`config.mk`:
```
export PLATFORM = sky130hd
export DESIGN_NAME = memory_fifo_ctrl
export DESIGN_NICKNAME = d
export VERILOG_FILES = /design/src/rtl/memory_fifo_pkg.sv /design/src/rtl/memory_fifo_arb.sv /design/src/rtl/memory_fifo_ctrl.sv
export SDC_FILE = /design/constraint.sdc
export NUM_CORES = 1
export LEC_CHECK = 0
export ABC_AREA = 1
export CAP_MARGIN = 30
export CORE_UTILIZATION = 40
export DETAILED_ROUTE_END_ITERATION = 8
export PLACE_DENSITY = 0.77
export SLEW_MARGIN = 0
export SYNTH_ARGS = -nofsm -noshare
export SYNTH_HDL_FRONTEND = slang
export SYNTH_SLANG_ARGS = --single-unit
```
`constraint.sdc`:
```
create_clock -name clk -period 2.4 [get_ports clk]
set_input_delay 0.24 -clock clk [delete_from_list [all_inputs] [get_ports clk]]
set_output_delay 0.24 -clock clk [all_outputs]
set_load 0.01 [all_outputs]
```
`src/rtl/memory_fifo_pkg.sv`:
```
// Shared constants, op encoding and pointer helper for the memory_4x3 FIFO controller.
package memory_fifo_pkg;

  localparam int FIFO_WIDTH = 3;
  localparam int FIFO_DEPTH = 4;
  localparam int FIFO_PTR_W = 2;

  typedef enum logic [1:0] {
    OP_IDLE   = 2'd0,
    OP_WRITE  = 2'd1,
    OP_READ   = 2'd2,
    OP_BYPASS = 2'd3
  } fifo_op_e;

  // Pointers are log2(DEPTH) wide, so plain increment wraps modulo DEPTH.
  function automatic logic [FIFO_PTR_W-1:0] ptr_inc(input logic [FIFO_PTR_W-1:0] ptr);
    return ptr + FIFO_PTR_W'(1);
  endfunction

endpackage

```
`src/rtl/memory_fifo_arb.sv`:
```
// Combinational op select: one array access per cycle, reads and writes alternate under contention.
module memory_fifo_arb
  import memory_fifo_pkg::*;
(
  input  logic     i_rd_need,
  input  logic     i_wr_req,
  input  logic     i_last_rd,
  input  logic     i_byp_ok,
  output fifo_op_e o_op
);

  always_comb begin
    o_op = OP_IDLE;
    if (i_byp_ok) begin
      o_op = OP_BYPASS;
    end else if (i_rd_need && (!i_wr_req || !i_last_rd)) begin
      o_op = OP_READ;
    end else if (i_wr_req) begin
      o_op = OP_WRITE;
    end
  end

endmodule

```
`src/rtl/memory_fifo_ctrl.sv`:
```
// FIFO controller driving a memory_4x3 array, with a prefetched one-entry output register.
// Optional feature: define MEMORY_FIFO_BYPASS_EN to let a push into an empty FIFO load rd_data directly.
module memory_fifo_ctrl
  import memory_fifo_pkg::*;
#(
  parameter int WIDTH = FIFO_WIDTH,
  parameter int DEPTH = FIFO_DEPTH
) (
  input  logic                     clk,
  input  logic                     rst_n,
  input  logic                     wr_valid,
  output logic                     wr_ready,
  input  logic [WIDTH-1:0]         wr_data,
  output logic                     rd_valid,
  input  logic                     rd_ready,
  output logic [WIDTH-1:0]         rd_data,
  output logic                     mem_en,
  output logic                     mem_rw_bar,
  output logic [$clog2(DEPTH)-1:0] mem_sel,
  output logic [WIDTH-1:0]         mem_data_in,
  input  logic [WIDTH-1:0]         mem_data_out,
  output logic [2:0]               level
);

  localparam int PTR_W = $clog2(DEPTH);
  localparam int CNT_W = $clog2(DEPTH + 1);
  localparam logic [CNT_W-1:0] FULL_CNT = CNT_W'(DEPTH);

  logic [PTR_W-1:0] r_wr_ptr;
  logic [PTR_W-1:0] r_rd_ptr;
  logic [CNT_W-1:0] r_count;
  logic             r_out_valid;
  logic             r_last_rd;
  logic [WIDTH-1:0] r_rd_data;

  logic     w_empty;
  logic     w_full;
  logic     w_pop;
  logic     w_rd_need;
  logic     w_wr_req;
  logic     w_byp_ok;
  fifo_op_e w_op;

  assign w_empty   = (r_count == '0);
  assign w_full    = (r_count == FULL_CNT);
  assign w_pop     = r_out_valid && rd_ready;
  assign w_rd_need = !w_empty && (!r_out_valid || w_pop);
  // Gated by rst_n so the array pins fall idle the moment reset asserts.
  assign w_wr_req  = rst_n && wr_valid && !w_full;

`ifdef MEMORY_FIFO_BYPASS_EN
  assign w_byp_ok = w_wr_req && w_empty && (!r_out_valid || w_pop);
`else
  assign w_byp_ok = 1'b0;
`endif

  memory_fifo_arb u_arb (
    .i_rd_need (w_rd_need),
    .i_wr_req  (w_wr_req),
    .i_last_rd (r_last_rd),
    .i_byp_ok  (w_byp_ok),
    .o_op      (w_op)
  );

  assign wr_ready = rst_n && !w_full && (w_op != OP_READ);
  assign rd_valid = r_out_valid;
  assign rd_data  = r_rd_data;
  assign level    = 3'(r_count) + 3'(r_out_valid);

  always_comb begin
    mem_en      = 1'b0;
    mem_rw_bar  = 1'b0;
    mem_sel     = '0;
    mem_data_in = '0;
    case (w_op)
      OP_WRITE: begin
        mem_en      = 1'b1;
        mem_rw_bar  = 1'b1;
        mem_sel     = r_wr_ptr;
        mem_data_in = wr_data;
      end
      OP_READ: begin
        mem_en  = 1'b1;
        mem_sel = r_rd_ptr;
      end
      default: ;
    endcase
  end

  always_ff @(posedge clk or negedge rst_n) begin
    if (!rst_n) begin
      r_wr_ptr    <= '0;
      r_rd_ptr    <= '0;
      r_count     <= '0;
      r_out_valid <= 1'b0;
      r_last_rd   <= 1'b0;
      r_rd_data   <= '0;
    end else begin
      if (w_rd_need && w_wr_req) begin
        r_last_rd <= (w_op == OP_READ);
      end
      case (w_op)
        OP_WRITE: begin
          r_wr_ptr <= r_wr_ptr + PTR_W'(1);
          r_count  <= r_count + CNT_W'(1);
        end
        OP_READ: begin
          r_rd_ptr  <= r_rd_ptr + PTR_W'(1);
          r_count   <= r_count - CNT_W'(1);
          r_rd_data <= mem_data_out;
        end
        OP_BYPASS: begin
          r_rd_data <= wr_data;
        end
        default: ;
      endcase
      // A pop that is not refilled in the same cycle empties the output register.
      if ((w_op == OP_READ) || (w_op == OP_BYPASS)) begin
        r_out_valid <= 1'b1;
      end else if (w_pop) begin
        r_out_valid <= 1'b0;
      end
    end
  end

endmodule

```
### Word level (Yosys, flattened, before mapping)

Index checks and enable logic that the tools add are counted.

* memories kept: 0
* output and inout bits: 15
* input bits: 10
* bits in read-only memories: 0
* register bits: 12
* bits in latches: 0
* RAM bits: 0
* logic and storage cells: 47

* $mul: 0
* $add $sub $neg: 5
* mux-type cells: 10
* divide/modulo/power cells: 0
* equality and inequality tests: 5
* shift operators: 0
* order comparisons: 0
* bitwise logic cells: 0
* reductions and logical operators: 21

Operators by type and width (number)
* one-hot mux 3 bit (2 select lines): 2
* logical AND 1 bit: 8
* nonzero test 2 bit: 3
* zero test 1 bit: 5
* two-way mux 1 bit: 5
* adder 2 x 1 -> 2 bit (second input constant): 2
* equality test 2 bit (second input constant): 2
* one-hot mux 2 bit (2 select lines): 1
* adder 3 x 1 -> 3 bit: 1
* adder 3 x 1 -> 3 bit (second input constant): 1
* equality test 3 bit (second input constant): 1
* zero test 3 bit: 1
* logical OR 1 bit: 3
* two-way mux 3 bit: 1
* subtractor 3 x 1 -> 3 bit (second input constant): 1
* equality test 2 x 1 -> 1 bit (second input constant): 1
* two-way mux 2 bit: 1
* != test 2 bit (second input constant): 1
* OR reduction 2 bit: 1

### Longest topological paths before layout

Gate-level depths: netlist of run 1.

* depth after elaboration: 10
* depth in mapped cells: 14
* mapped depth without buffers: 14

### Hierarchy

From an unflattened synthesis of run 1, not the netlist that was laid out.

* cells, all modules: 92
* area total of the unflattened synthesis: 744.5 µm²

By module, submodules not included
* memory_fifo_ctrl: cells each 85, area an instance 716.9 µm², times used 1
* memory_fifo_arb: cells each 7, area an instance 27.5 µm², times used 1

### Worst setup path after synthesis of run 1

No wires, ideal clock.

* kind: register to register
* start point: reg r_count[1]
* end point: reg r_count[2]
* cell stages (with the launch flop): 15
* library setup time: 0.117 ns
* arrival time: 1.517 ns
* path slack: 0.766 ns
* required time: 2.283 ns
* clock period less this slack: 1.634 ns
* path through: dfrtp_1 -> nor2_2 -> nand2_1 -> nand2_2 -> inv_2 -> nand2_4 -> xor2_1 -> inv_1 -> ha_1 -> inv_1 -> nand2_1 -> nand2_2 -> nand2_1 -> nand2_1 -> nand2_1

* word-level cells in the longest chain between the ends: 9
* elaborated cells between the ends (all ways): 17
* those cells by class: 2 x add/sub; 3 x eq/ne; 3 x mux; 9 x reduce/logical

Ends and longest elaborated chain
* start, declared: line memory_fifo_ctrl.sv:31 `logic [CNT_W-1:0] r_count;`
* start signal, assigned: line memory_fifo_ctrl.sv:105 `r_count <= r_count + CNT_W'(1);`
* start signal, assigned: line memory_fifo_ctrl.sv:109 `r_count <= r_count - CNT_W'(1);`
* equality test 3 bit: line memory_fifo_ctrl.sv:45 `assign w_full = (r_count == FULL_CNT);`
* zero test 1 bit: line memory_fifo_ctrl.sv:49 `assign w_wr_req = rst_n && wr_valid && !w_full;`
* logical AND 1 bit: line memory_fifo_ctrl.sv:49
* zero test 1 bit: line memory_fifo_arb.sv:16 `end else if (i_rd_need && (!i_wr_req || !i_last_rd)) begin`
* logical OR 1 bit: line memory_fifo_arb.sv:16
* logical AND 1 bit: line memory_fifo_arb.sv:16
* two-way mux 2 bit: line memory_fifo_arb.sv:16
* equality test 2 bit or equality test 2 x 1 -> 1 bit (tied branches): line memory_fifo_ctrl.sv:102 `case (w_op)`
* one-hot mux 3 bit (2 select lines) or nonzero test 2 bit (tied branches)

Several ways; a longest one is shown, not always the timed one.
A chain may end at the register's enable or synchronous reset.

### Final worst setup path of run 1

* start point: reg r_count[1]
* end point: out mem_sel[0]

* word-level cells in the longest chain between the ends: 9
* elaborated cells between the ends (all ways): 14
* those cells by class: 3 x eq/ne; 3 x mux; 8 x reduce/logical

Ends and longest elaborated chain
* equality test 3 bit: line memory_fifo_ctrl.sv:45
* zero test 1 bit: line memory_fifo_ctrl.sv:49
* logical AND 1 bit: line memory_fifo_ctrl.sv:49
* zero test 1 bit: line memory_fifo_arb.sv:16
* logical OR 1 bit: line memory_fifo_arb.sv:16
* logical AND 1 bit: line memory_fifo_arb.sv:16
* two-way mux 2 bit *: line memory_fifo_arb.sv:16
* equality test 2 bit or equality test 2 x 1 -> 1 bit (tied branches): line memory_fifo_ctrl.sv:75 `case (w_op)`
* one-hot mux 2 bit (2 select lines) *: line memory_fifo_ctrl.sv:75
* end, declared: line memory_fifo_ctrl.sv:19 `output logic [$clog2(DEPTH)-1:0] mem_sel,`

Mark *: on every way between the ends. The rest lies on a longest branch, timed or not.

==> results by group, run 1 <==
Logic synthesis
  • Sequential-to-total area share from yosys stat: 45.5%
  • Asr flop ratio synth: 100%
  • Synth area leader: dfrtp_1
  • Distinct cells, synth: 16
  • Post-synthesis average cell area: between 8 and 9 µm²
  • Cells after Synth: 80
  • Synth warn: 0
  • Most instantiated cells after synthesis: 24 x nand2_1, 14 x inv_1, 12 x dfrtp_1
  • Primary FF master, synth: dfrtp_1
  • Number of enable flip-flop cells after synthesis: 0
  • Yosys reg bits: 12
  • Top-area cell type share of the netlist area: about 46%
  • Top-count cell post-synth: nand2_1
  • Post-Syn Area: about 660 µm²
  • Synth area leaders: dfrtp_1 46%, nand2_1 14%, inv_1 8.0%, xor2_1 6.6%, ha_1 5.7%
  • Syn_nets: 93

Die
  • IO Pins: 25
  • Initial Utilization: between 40% and 50%
  • Row cnt: 14
  • Die W: approximately 43 µm
  • Core area: approximately 1500 µm²
  • Die H: 42.6 µm
  • Die Area: approximately 1800 µm²

Global route
  • First-pass GRT wire length: between 2000 and 2500 µm
  • Vias in the first global route: 569
  • Largest net degree at the start of global routing: 14
  • Congestion Overflow GR: 0
  • Total routing usage reported by global routing: 17.1%
  • Initial antenna violation count: 0

Pwr
  • Clock power share: slightly below 9%
  • Leak pwr: slightly below 0.5 nW
  • Pwr Total: 1.34 mW
  • Int Power: around 780 µW
  • Switching Fraction: around two fifths
  • NetSw: about 560 µW
  • Maximum VDD drop: about 0.00075 V
  • Logic pwr share: 61.1%
  • Flop pwr share: 30.0%
  • Pwr dens: between 1000 and 1500 nW/µm²

Run status
  • Status: finished, final reports clean

STA
  • Worst-margin pin slew: ~280 ps
  • Unrepaired setup endpoints after global routing: no
  • Slew HR: roughly four fifths
  • Worst setup margin: between 200 and 250 ps
  • Fmax achieved: approximately 460 MHz
  • Final Setup Violations: 0
  • Tcrit/Tclk final: 91.4%
  • Max-slew violation count: 0
  • Skew final: 1.64 ps
  • Fin. Hold Viols: 0
  • Setup TNS: 0 ps
  • Final min period: about 2200 ps

Setup path
  • CP Launch Type: flip-flop
  • CP Capture Type: primary output
  • Crit-path max FO: 10
  • Max stage delay on crit path: 550 ps
  • WP data arrival: just under 2000 ps
  • Crit-path cells: nor2_2 -> nand2_1 -> nand3_1 -> nand2_4 -> inv_6 -> nand2_2 -> o21ai_0 -> clkdlybuf4s50_1
  • Critical Path RT: 2160 ps
  • Crit path buffers/inverters: 2
  • Setup Crit Path Kind: reg2out
  • Critical Path Slowest Stage Cell: clkdlybuf4s50_1
  • CP top delay family: buffers and inverters

Routing
  • Drt wl/cell: about 11 µm
  • Via density: approximately 4.6
  • DR iter-0 viols: 6
  • Post-route ant nets: 0
  • Total Wirelength: ~1400 µm
  • Routed vias: around 580
  • First drt pass iteration count: 2
  • Drc violations: 0

Final layout
  • # diodes: 0
  • Layout cells sized above 1: 11.1%
  • Post-route cell area: between 900 and 1000 µm²
  • Finished Layout Cells: 124
  • Fillers: between 100 and 150
  • # nets final: 123
  • Layout overhead on the synthesized area: 44.0%

Placement
  • Placed Instances: between 100 and 150
  • GPL Wtd Cong: about 0.78
  • Dpl ws: 301 ps
  • DP Area: between 900 and 1000 µm²
  • Placed wire-length estimate: between 1000 and 1500 µm
  • IO buf count: 24

Run
  • Max Cap Violations: 0

Clock tree
  • Clock Tree Root: clkbuf_4
  • Clk buf depth: 2
  • TritonCTS clock tree: done
  • Post-CTS setup buffers: 0
  • Clock latency on the worst-skew pair: approximately 260 ps
  • CTS Buf Count: 3
  • Number of gates resized after CTS: 0
  • Clock slew at reported path FFs: 70 ps
  • Clk sink count: 12
  • Htree depth: 1
  • Hold_buf cts: 0

Worst hold path
  • Worst hold path type: in2async
-- cell usage in the layout (no fill, tap or decap), types with 3 or more instances in the layout --
cell type         n
nand2_1          24
xor2_1            5
nand3_1           3
inv_1            14
nor2_1            4
dfrtp_1          12
ha_1              3
clkbuf_4          3
o21ai_0           5
clkdlybuf4s50_1  24
nand2_2           3
-- metrics by stage --
stage               hold WS (ps)  util (%)
floorplan                  -55.6         -
global placement             474      60.8
detailed placement           472      60.8
CTS                          318      62.3
global route                 349      62.3
finish                       312      62.3
-- sequential cells by signal, indices dropped and copies added, names as in the netlist --
name	flops
r_count	3
rd_data	3
r_wr_ptr	2
rd_valid	1
r_last_rd	1
r_rd_ptr	2
-- final timing paths --
path,from,endpoint,slack (ps),cells after the start
hold / removal,rst_n,rd_data[0]$_DFFE_PN0P_,310,2
hold reg to reg,rd_data[0]$_DFFE_PN0P_,rd_data[0]$_DFFE_PN0P_,490,2
setup / recovery,r_count[1]$_DFFE_PN0P_,mem_sel[0],210,8
min in group clk,rd_data[0]$_DFFE_PN0P_,rd_data[0]$_DFFE_PN0P_,490,2
setup reg to reg,r_count[1]$_DFFE_PN0P_,r_count[2]$_DFFE_PN0P_,590,14
max in group asynchronous,rst_n,r_wr_ptr[1]$_DFFE_PN0N_,1930,2
-- metal layers --
| metal | global-route usage, % | vias to the layer above | wire length (µm) |
|---|---|---|---|
| met5 | 0 | - | 0 |
| li1 | - | 296 | - |
| met2 | 32.0 | 16 | 713 |
| met4 | 3.75 | 0 | 0 |
| met1 | 19.2 | 264 | 578 |
| met3 | 4.31 | 0 | 67 |
-- power groups by stage --
| stage | clock network, mW | registers (mW) | logic (mW) |
|---|---|---|---|
| 2_1_floorplan | 0 | 0.401 | 0.472 |
| 3_3_place_gp | 0 | 0.399 | 0.802 |
| 3_5_place_dp | 0 | 0.406 | 0.830 |
| 4_1_cts | 0.126 | 0.403 | 0.832 |
| 5_1_grt | 0.135 | 0.411 | 0.916 |
| 6_report | 0.119 | 0.403 | 0.819 |
-- final cells by class --
type / count / area (µm²) / share of cell area (%)
sequential: 12 / 300 / 31.6
multi-input combinational: 52 / 294 / 31.0
timing repair buffer: 25 / 248 / 26.1
inverter: 16 / 65.1 / 6.85
clock buffer: 3 / 22.5 / 2.37
tap: 16 / 20.0 / 2.11
-- cell families (layout without fill, tap and decap cells) --
kind of cell / Yosys count / count (layout) / share of synthesized area, %
flops: 12 / 12 / 45.5
compound gates: 7 / 7 / 7.21
buf+inv: 16 / 44 / 9.87
simple gates: 36 / 36 / 23.7
fa+ha+maj: 3 / 3 / 5.69
xor+xnor: 6 / 6 / 7.97
No activity file was read; power rests on OpenSTA's default activity.
==> run 2: changes to the inputs <==
- CAP_MARGIN: 30 -> unset
==> results of run 2 <==
No change in the layout: final DEF, timing and power equal those of run 1.
